<file path="config.mk">
export PLATFORM = sky130hd
export DESIGN_NAME = iob_uart_console_master
export DESIGN_NICKNAME = d
export VERILOG_FILES = /design/src/rtl/iob_uart_console_master_pkg.sv /design/src/rtl/iob_uart_cm_fifo.sv /design/src/rtl/iob_uart_console_master.sv
export SDC_FILE = /design/constraint.sdc
export NUM_CORES = 1
export LEC_CHECK = 0
export BUFFER_PORTS_ARGS = -buffer_cell sky130_fd_sc_hd__buf_4
export CAP_MARGIN = 20
export CORE_ASPECT_RATIO = 1.5
export CORE_MARGIN = 3
export CORE_UTILIZATION = 47
export DETAILED_ROUTE_END_ITERATION = 7
export GPL_TIMING_DRIVEN = 0
export PLACE_DENSITY = 0.79
export SLEW_MARGIN = 20
export SYNTH_ARGS = -nofsm -noshare
export SYNTH_HDL_FRONTEND = slang
export SYNTH_SLANG_ARGS = --single-unit
</file>
<file path="constraint.sdc">
create_clock -name clk -period 1.7 [get_ports clk]
set_input_delay 0.34 -clock clk [delete_from_list [all_inputs] [get_ports clk]]
set_output_delay 0.34 -clock clk [all_outputs]
set_load 0.02 [all_outputs]
</file>
<file path="src/rtl/iob_uart_console_master_pkg.sv">
// Shared definitions for the UART console master.
//   - Default iob_uart register map (address width and register addresses).
//   - Byte-strobe constants for 8-bit and 16-bit register writes.
//   - FSM state encoding, exported on the top-level debug_state port.
package iob_uart_console_master_pkg;

    localparam int UART_ADDR_W          = 4;
    localparam int UART_SOFTRESET_ADDR  = 0;
    localparam int UART_DIV_ADDR        = 2;
    localparam int UART_TXDATA_ADDR     = 4;
    localparam int UART_TXEN_ADDR       = 5;
    localparam int UART_RXEN_ADDR       = 6;
    localparam int UART_TXREADY_ADDR    = 8;
    localparam int UART_RXREADY_ADDR    = 9;
    localparam int UART_RXDATA_ADDR     = 10;

    localparam int WSTRB_BYTE = 1;
    localparam int WSTRB_HALF = 3;

    typedef enum logic [3:0] {
        RST_ON   = 4'd0,
        RST_OFF  = 4'd1,
        WR_DIV   = 4'd2,
        WR_TXEN  = 4'd3,
        WR_RXEN  = 4'd4,
        POLL_RX  = 4'd5,
        POLL_TX  = 4'd6,
        READ_RX  = 4'd7,
        WRITE_TX = 4'd8
    } state_t;

endpackage

</file>
<file path="src/rtl/iob_uart_cm_fifo.sv">
// Small synchronous FIFO holding received UART bytes.
// Ports:
//   clk, reset (async, active-low)
//   push, push_data : write one entry (ignored when full)
//   pop             : drop the head entry (ignored when empty)
//   pop_data        : head entry, valid while empty = 0
//   full, empty     : occupancy flags
// Pointers carry one extra wrap bit so full and empty are distinguishable.
module iob_uart_cm_fifo #(
    parameter int DEPTH = 4,
    parameter int W     = 8
) (
    input  logic         clk,
    input  logic         reset,
    input  logic         push,
    input  logic [W-1:0] push_data,
    input  logic         pop,
    output logic [W-1:0] pop_data,
    output logic         full,
    output logic         empty
);

    localparam int AW = $clog2(DEPTH);

    logic [AW:0]  wr_ptr;
    logic [AW:0]  rd_ptr;
    logic [W-1:0] mem [DEPTH];
    logic         do_push;
    logic         do_pop;

    assign empty    = (wr_ptr == rd_ptr);
    assign full     = (wr_ptr[AW] != rd_ptr[AW]) && (wr_ptr[AW-1:0] == rd_ptr[AW-1:0]);
    assign do_push  = push && !full;
    assign do_pop   = pop && !empty;
    assign pop_data = mem[rd_ptr[AW-1:0]];

    always_ff @(posedge clk or negedge reset) begin
        if (!reset) begin
            wr_ptr <= '0;
            rd_ptr <= '0;
            for (int i = 0; i < DEPTH; i++) begin
                mem[i] <= '0;
            end
        end else begin
            if (do_push) begin
                mem[wr_ptr[AW-1:0]] <= push_data;
                wr_ptr              <= wr_ptr + 1'b1;
            end
            if (do_pop) begin
                rd_ptr <= rd_ptr + 1'b1;
            end
        end
    end

endmodule

</file>
<file path="src/rtl/iob_uart_console_master.sv">
// Hardware console loop in front of the iob_uart native slave port.
// Configures the UART (soft reset, divisor, TX/RX enable), then alternates
// between polling RX readiness and TX readiness forever.
// Ports:
//   clk, reset          : clock, async active-low reset
//   uart_valid/addr/wdata/wstrb : registered bus request (wstrb = 0 is a read)
//   uart_rdata, uart_ready      : slave response, sampled only with ready
//   tx_valid/tx_data/tx_ready   : byte stream to transmit
//   rx_valid/rx_data/rx_ready   : received byte stream (FIFO output)
//   init_done           : UART configured and polling active
//   debug_state         : current FSM state
// Stream handshake: a byte moves when valid and ready are both high in the
// same cycle; the producer holds valid and data stable until that cycle.
// Bus handshake: request fields stay stable while uart_valid is high and
// uart_ready is low; uart_valid drops the cycle after uart_ready.
module iob_uart_console_master
    import iob_uart_console_master_pkg::*;
#(
    parameter int          DATA_W         = 32,
    parameter int          ADDR_W         = UART_ADDR_W,
    parameter logic [15:0] UART_DIV       = 16'd100,
    parameter int          RX_FIFO_DEPTH  = 4,
    parameter int          SOFTRESET_ADDR = UART_SOFTRESET_ADDR,
    parameter int          DIV_ADDR       = UART_DIV_ADDR,
    parameter int          TXEN_ADDR      = UART_TXEN_ADDR,
    parameter int          RXEN_ADDR      = UART_RXEN_ADDR,
    parameter int          TXREADY_ADDR   = UART_TXREADY_ADDR,
    parameter int          RXREADY_ADDR   = UART_RXREADY_ADDR,
    parameter int          TXDATA_ADDR    = UART_TXDATA_ADDR,
    parameter int          RXDATA_ADDR    = UART_RXDATA_ADDR
) (
    input  logic                clk,
    input  logic                reset,
    output logic                uart_valid,
    output logic [ADDR_W-1:0]   uart_addr,
    output logic [DATA_W-1:0]   uart_wdata,
    output logic [DATA_W/8-1:0] uart_wstrb,
    input  logic [DATA_W-1:0]   uart_rdata,
    input  logic                uart_ready,
    input  logic                tx_valid,
    input  logic [7:0]          tx_data,
    output logic                tx_ready,
    output logic                rx_valid,
    output logic [7:0]          rx_data,
    input  logic                rx_ready,
    output logic                init_done,
    output logic [3:0]          debug_state
);

    localparam int STRB_W = DATA_W / 8;

    localparam logic [ADDR_W-1:0] A_SOFTRESET = ADDR_W'(SOFTRESET_ADDR);
    localparam logic [ADDR_W-1:0] A_DIV       = ADDR_W'(DIV_ADDR);
    localparam logic [ADDR_W-1:0] A_TXEN      = ADDR_W'(TXEN_ADDR);
    localparam logic [ADDR_W-1:0] A_RXEN      = ADDR_W'(RXEN_ADDR);
    localparam logic [ADDR_W-1:0] A_TXREADY   = ADDR_W'(TXREADY_ADDR);
    localparam logic [ADDR_W-1:0] A_RXREADY   = ADDR_W'(RXREADY_ADDR);
    localparam logic [ADDR_W-1:0] A_TXDATA    = ADDR_W'(TXDATA_ADDR);
    localparam logic [ADDR_W-1:0] A_RXDATA    = ADDR_W'(RXDATA_ADDR);

    localparam logic [STRB_W-1:0] S_BYTE = STRB_W'(WSTRB_BYTE);
    localparam logic [STRB_W-1:0] S_HALF = STRB_W'(WSTRB_HALF);

    state_t              state;
    state_t              state_next;
    logic                done;
    logic                skip;
    logic                issue;
    logic [ADDR_W-1:0]   req_addr;
    logic [DATA_W-1:0]   req_wdata;
    logic [STRB_W-1:0]   req_wstrb;
    logic                set_init_done;
    logic                fifo_push;
    logic                fifo_full;
    logic                fifo_empty;
    logic                unused_rdata;

    assign done         = uart_valid && uart_ready;
    // Every state issues its request in the first cycle it sees the bus idle,
    // unless it is a poll state that decides to skip its read.
    assign issue        = !uart_valid && !skip;
    assign tx_ready     = (state == WRITE_TX) && done;
    assign rx_valid     = !fifo_empty;
    assign debug_state  = state;
    assign unused_rdata = ^uart_rdata[DATA_W-1:8];

    always_comb begin
        state_next    = state;
        skip          = 1'b0;
        req_addr      = '0;
        req_wdata     = '0;
        req_wstrb     = '0;
        set_init_done = 1'b0;
        fifo_push     = 1'b0;
        case (state)
            RST_ON: begin
                req_addr  = A_SOFTRESET;
                req_wdata = DATA_W'(1);
                req_wstrb = S_BYTE;
                if (done) state_next = RST_OFF;
            end
            RST_OFF: begin
                req_addr  = A_SOFTRESET;
                req_wstrb = S_BYTE;
                if (done) state_next = WR_DIV;
            end
            WR_DIV: begin
                req_addr  = A_DIV;
                req_wdata = DATA_W'(UART_DIV);
                req_wstrb = S_HALF;
                if (done) state_next = WR_TXEN;
            end
            WR_TXEN: begin
                req_addr  = A_TXEN;
                req_wdata = DATA_W'(1);
                req_wstrb = S_BYTE;
                if (done) state_next = WR_RXEN;
            end
            WR_RXEN: begin
                req_addr  = A_RXEN;
                req_wdata = DATA_W'(1);
                req_wstrb = S_BYTE;
                if (done) begin
                    state_next    = POLL_RX;
                    set_init_done = 1'b1;
                end
            end
            POLL_RX: begin
                req_addr = A_RXREADY;
                // Only READ_RX pushes, so fullness cannot change while a
                // RXREADY read is outstanding.
                if (!uart_valid && fifo_full) begin
                    skip       = 1'b1;
                    state_next = POLL_TX;
                end else if (done) begin
                    state_next = uart_rdata[0] ? READ_RX : POLL_TX;
                end
            end
            POLL_TX: begin
                req_addr = A_TXREADY;
                if (!uart_valid && !tx_valid) begin
                    skip       = 1'b1;
                    state_next = POLL_RX;
                end else if (done) begin
                    state_next = uart_rdata[0] ? WRITE_TX : POLL_RX;
                end
            end
            READ_RX: begin
                req_addr = A_RXDATA;
                if (done) begin
                    fifo_push  = 1'b1;
                    state_next = POLL_TX;
                end
            end
            WRITE_TX: begin
                req_addr  = A_TXDATA;
                req_wdata = DATA_W'(tx_data);
                req_wstrb = S_BYTE;
                if (done) state_next = POLL_RX;
            end
            default: begin
                state_next = RST_ON;
            end
        endcase
    end

    always_ff @(posedge clk or negedge reset) begin
        if (!reset) begin
            state <= RST_ON;
        end else begin
            state <= state_next;
        end
    end

    always_ff @(posedge clk or negedge reset) begin
        if (!reset) begin
            uart_valid <= 1'b0;
            uart_addr  <= '0;
            uart_wdata <= '0;
            uart_wstrb <= '0;
            init_done  <= 1'b0;
        end else begin
            if (done) begin
                uart_valid <= 1'b0;
            end else if (issue) begin
                uart_valid <= 1'b1;
                uart_addr  <= req_addr;
                uart_wdata <= req_wdata;
                uart_wstrb <= req_wstrb;
            end
            if (set_init_done) begin
                init_done <= 1'b1;
            end
        end
    end

    iob_uart_cm_fifo #(
        .DEPTH (RX_FIFO_DEPTH),
        .W     (8)
    ) u_rx_fifo (
        .clk       (clk),
        .reset     (reset),
        .push      (fifo_push),
        .push_data (uart_rdata[7:0]),
        .pop       (rx_valid && rx_ready),
        .pop_data  (rx_data),
        .full      (fifo_full),
        .empty     (fifo_empty)
    );

endmodule

</file>
# Word-level counts from Yosys, hierarchy flattened
# Cells that the tools add are included.
[op_classes]
add_sub_neg = 2
magnitude_cmp = 3
eq_ne = 19
n_mux = 30
bitwise = 3
reduce_logical = 22
[ops]
columns = ["cell", "count"]
rows = [
  ["$mux W4", 11],
  ["$bwmux W32", 1],
  ["$pmux W4 S8", 1],
  ["$pmux W4 S7", 1],
  ["$mux W8", 3],
  ["$pmux W8 S3", 1],
  ["$bmux W8 S2", 1],
  ["$demux W8 S2", 1],
  ["$eq A4 B3 Y1 const B", 4],
  ["$logic_and A1 B1 Y1", 10],
  ["$ne A2 B2 Y1 const B", 5],
  ["$eq A4 B2 Y1 const B", 2],
  ["$mux W1", 8],
  ["$reduce_and A8 Y1", 1],
  ["$add A3 B1 Y3 const B", 2],
  ["$ge A3 B3 Y1 const B", 2],
  ["$ne A3 B3 Y1 const B", 2],
  ["$not A2 Y3", 2],
  ["$logic_not A1 Y1", 5],
  ["$reduce_or A5 Y1", 1],
  ["$eq A4 B1 Y1 const B", 1],
  ["$eq A4 B4 Y1 const B", 1],
  ["$logic_not A4 Y1", 1],
  ["$pmux W2 S2", 1],
  ["11 further kinds", 11],
]
[word_totals]
ff_bits = 84
inputBits = 45
out_inout_bits = 56

# Depth between registers and ports, before layout
[depth]
ltp_word = 9
depth_mapped = 8

# Cells and area by module
# A second synthesis with hierarchy kept.
[hier_totals]
cells_unflattened = 264
area_unflattened_um2 = 3168.0
[by_module_without_submodules]
columns = ["module", "n_inst", "cells_per_inst", "area_per_inst_um2", "seq_area_each_um2"]
rows = [
  ["iob_uart_cm_fifo", 1, 120, 1838.0, 950.9],
  ["iob_uart_console_master", 1, 144, 1330.0, 500.5],
]

# Least setup slack after synthesis
# OpenSTA, ideal clock, no wires.
[synth_timing]
kind = "reg2reg"
startpoint = "reg state[3] (netlist: debug_state[3])"
endpoint = "reg u_rx_fifo.mem[0] in the netlist's numbering"
t_arrival_ns = 1.682
path_slack_ns = -0.107
path_stages_with_launch = 9
period_less_slack_ns = 1.807
path_cell_list = "dfrtp_1 -> buf_6 -> nand2b_4 -> buf_6 -> nor2_4 -> and3b_4 -> buf_12 -> nand2_8 -> mux2_4"
[synth_via]
elab_chain_len = 3
[synth_lines]
columns = ["item", "line", "rtl"]
rows = [
  ["start: declaration", "iob_uart_console_master.sv:64", "state_t state;"],
  ["start signal: assignment", "iob_uart_console_master.sv:171", "state <= state_next;"],
  ["$eq A4 B3 Y1", "iob_uart_console_master.sv:95", "case (state)"],
  ["$mux W1", "iob_uart_console_master.sv:95", ""],
  ["$logic_and A1 B1 Y1", "iob_uart_cm_fifo.sv:33", "assign do_push = push && !full;"],
  ["end signal: indexed assignment", "iob_uart_cm_fifo.sv:46", "mem[wr_ptr[AW-1:0]] <= push_data;"],
  ["end: declaration", "iob_uart_cm_fifo.sv:27", "logic [W-1:0] mem [DEPTH];"],
]
# No other way between the ends.
# A chain may end at the register's enable or synchronous reset.

# Worst setup path in the final report
[layout_timing]
startpoint = "reg u_rx_fifo.rd_ptr[0]"
endpoint = "out rx_data[0]"
[layout_via]
elab_chain_len = 4
[layout_lines]
columns = ["item", "line", "rtl"]
rows = [
  ["start: declaration", "iob_uart_cm_fifo.sv:26", "logic [AW:0] rd_ptr;"],
  ["start signal: assignment", "iob_uart_cm_fifo.sv:50", "rd_ptr <= rd_ptr + 1'b1;"],
  ["$not A2 Y3 (not written as such)", "iob_uart_cm_fifo.sv:35", "assign pop_data = mem[rd_ptr[AW-1:0]];"],
  ["$bmux W8 S2", "iob_uart_cm_fifo.sv:35", ""],
  ["$mux W8 (not written as such) (2 in series)", "iob_uart_cm_fifo.sv:35", ""],
  ["end: declaration", "iob_uart_console_master.sv:44", "output logic [7:0] rx_data,"],
]
# No other way between the ends. The select of a mux whose other input is x is not followed.

==> out/results.txt <==
Status -> finished, violations left
Fill cell count -> 489
Buffers added on ports -> 50
Routed Antenna Nets -> 0
DR top layer -> met4
GP Congestion -> 0.842
Crit Path Max Fanout -> 5
Mapped Cells -> 248
Crit path DAT -> 1.64 ns
Gr usage total -> 19.1%
Register area share after synthesis -> 44.5%
Worst path required time -> 1.36 ns
I/O pin total -> 101
Initial antenna violation count -> 0
Maximum clock frequency -> 0.505 GHz
Clk Latency, worst-skew pair -> 0.34 ns
# diodes -> 0
Area of the multi-input gates -> 0.00172 mm2
Unrepaired setup endpoints after global routing -> yes
Dpl hpwl -> 4670 um
Critical Path Source -> u_rx_fifo.rd_ptr[0]$_DFFE_PN0P_
Largest net degree at the start of global routing -> 59
Worst-path clk slew -> 0.07 ns
CTS tree -> built
Final worst slack -> -0.279 ns
Leak -> 0.00218 uW
TritonRoute pass-1 iters -> 5
Critical path class -> reg2out
Max-cap violations -> 0
Area after DPL -> 0.00384 mm2
Die Wd -> 74.0 um
Routed via count -> 2225
Register area -> 0.00146 mm2
Cell taking the most area after synthesis -> dfrtp_1
Launch point of the worst reg-to-reg path -> u_rx_fifo.rd_ptr[0]$_DFFE_PN0P_
Avg Cell Area, Syn -> 13.1 um2
Grt total ovfl -> 0
Pwr dens -> 1970 mW/mm2
Max-slew headroom -> 51.8%
Final Setup Violations -> 56
Compound-cell area share of the yosys netlist -> 8.52%
Synth cell types -> 48
Max-slew violation count -> 0
Initial Utilization -> 49.2%
Metal3 WL -> 422 um
Crit start category -> register
Final Power -> 8680 uW
Final Cell Area -> 0.00441 mm2
Initial drt markers -> 131
Final Hold Fails -> 0
Leading post-synthesis cells by cell area -> dfrtp_1 (45%), mux2_4 (15%), mux4_1 (6.4%)
Top cell type's share of synthesized area -> 44.5%
Skew final -> 0.00755 ns
H-tree level count -> 3
Clock sink count -> 58
Simple-Gate Fraction of Synth Area -> 9.79%
Failing checks -> setup timing
FF+latch count, synth -> 58
CTS Root Buffer Type -> clkbuf_8
Largest family of logic cells by synthesized area -> multiplexers
Synth top cells by count -> dfrtp_1 (58), mux2_4 (32), buf_4 (27)
Metal2 WL -> 4040 um
Layout cells sized above 1 -> 57.0%
Row cnt -> 36
Post-synth EDFFs -> 0
Core Region -> 0.00662 mm2
DRT Wirelength -> 7510 um
CTS buffer count -> 9
Worst-case reg-to-reg path depth -> 7
Number of global-route vias before repair -> 2278
Top_reg_cell synth -> dfrtp_1
Mapped Area -> 0.00326 mm2
Die height -> 108 um
Ys Warns -> 0
Period minus WS final -> 1.98 ns
M1 WL -> 2820 um
Multiplexer share of the synthesized area -> 22.2%
DRC -> 0
Crit share post-route -> 116%
Hold WC Path Type -> in2async
Top-count cell post-synth -> dfrtp_1
Die area -> 0.00799 mm2
Hold-fix buffers, CTS -> 0
Peak supply drop -> 1.28 mV
Fin nets -> 403
Clk buf depth -> 2
Ys async rst share -> 100%
Worst Tran Pin Value -> 0.723 ns
Via density -> 5.13
Drt wl/cell -> 17.3 um
Layout Area Growth over Synthesis -> 35.3%
Global-route wire length before repair -> 11400 um
Adder-cell share of the synthesized area -> 1.92%
Hold WS -> 0.0547 ns
Worst Setup End Kind -> primary output
Synth Area in XOR/XNOR -> 2.65%
Post-layout util -> 66.6%
## registers in the layout, summed over array words and instances, names as in the netlist
signal and count:
u_rx_fifo.mem 32, uart_wdata 8, debug_state 4, uart_addr 4, u_rx_fifo.rd_ptr 3, u_rx_fifo.wr_ptr 3, uart_wstrb 2, init_done 1
uart_valid 1
## worst paths after layout
path | endpoint | slack, ns
worst max-delay path | rx_data[0] | -0.28
worst min-delay path | uart_wdata[2]$_DFFE_PN0P_ | 0.05
worst max register to register | u_rx_fifo.mem[13]$_DFFE_PN0P_ | -0.17
worst min register to register | uart_wdata[6]$_DFFE_PN0P_ | 0.49
max in group asynchronous | debug_state[3]$_DFFE_PN0P_ | 1.12
min in group clk | uart_wdata[3]$_DFFE_PN0P_ | 0.22
## worst max-delay path: stages, from the launching register on
cell and delay [ns]:
dfrtp_1 0.42, buf_6 0.17, mux4_2 0.54, buf_6 0.15
## layer usage
metal  vias to the layer above  track usage, %
li1                       1033               -
met1                      1088            22.4
met2                        86            32.0
met3                        18            3.26
met4                         0            11.7
met5                         -               0
## what timing repair did
item / in CTS / in global routing
buffers inserted: 9 / 8
gates resized for setup: 36 / 41
pin swaps: 6 / 19
setup endpoints to repair: 58 / 59
gates cloned: 3 / 1
## stage by stage
stage | setup WS [ns] | setup TNS, ns | cells
2_1_floorplan | -0.0837 | -2.56 | 273
5_1_grt | -0.313 | -11.36 | 434
3_3_place_gp | -0.175 | -6.03 | 399
6_report | -0.279 | -7.80 | 434
3_5_place_dp | -0.198 | -7.02 | 399
4_1_cts | -0.291 | -6.62 | 426
## cell usage in the layout, fill, tap and decap left out, types with 3 or more instances in the layout
cell type / n
a22o_1: 5
nor3_1: 4
ha_1: 5
clkinvlp_4: 3
nand2_8: 5
xnor2_1: 5
nand2_1: 11
mux4_2: 8
o21ai_2: 6
buf_6: 24
mux2_4: 33
a21oi_1: 7
buf_4: 76
conb_1: 26
clkbuf_8: 9
inv_1: 7
nor2_4: 3
dfrtp_2: 4
o21ai_1: 3
nor2_1: 5
dfrtp_1: 54
nand2_2: 4
o21ai_0: 4
## kinds of logic after synthesis
| group | after synthesis |
|---|---|
| other | 1 |
| adder cells (fa/ha/maj) | 5 |
| multiplexers | 43 |
| AO/OA/AOI/OAI | 40 |
| buffers and inverters | 45 |
| XOR/XNOR | 9 |
| flip-flops | 58 |
| AND/OR/NAND/NOR | 47 |
## where the power goes
group / leakage, uW / internal, uW / switching (uW)
Clock: 0.0000921 / 685 / 604
Combinational: 0.00135 / 2620 / 2360
Sequential: 0.000743 / 1970 / 440
## area by class of cell
type                            instances  area share (%)
Timing Repair Buffer                   70            14.0
Clock buffer                            9            2.81
Buffer                                 36            6.67
Clock inverter                          7            1.79
Multi-Input combinational cell        171            39.0
Tap cell                               76            2.16
Sequential cell                        58            33.0
Inverter                                7           0.596
No activity file was read; power rests on OpenSTA's default activity.
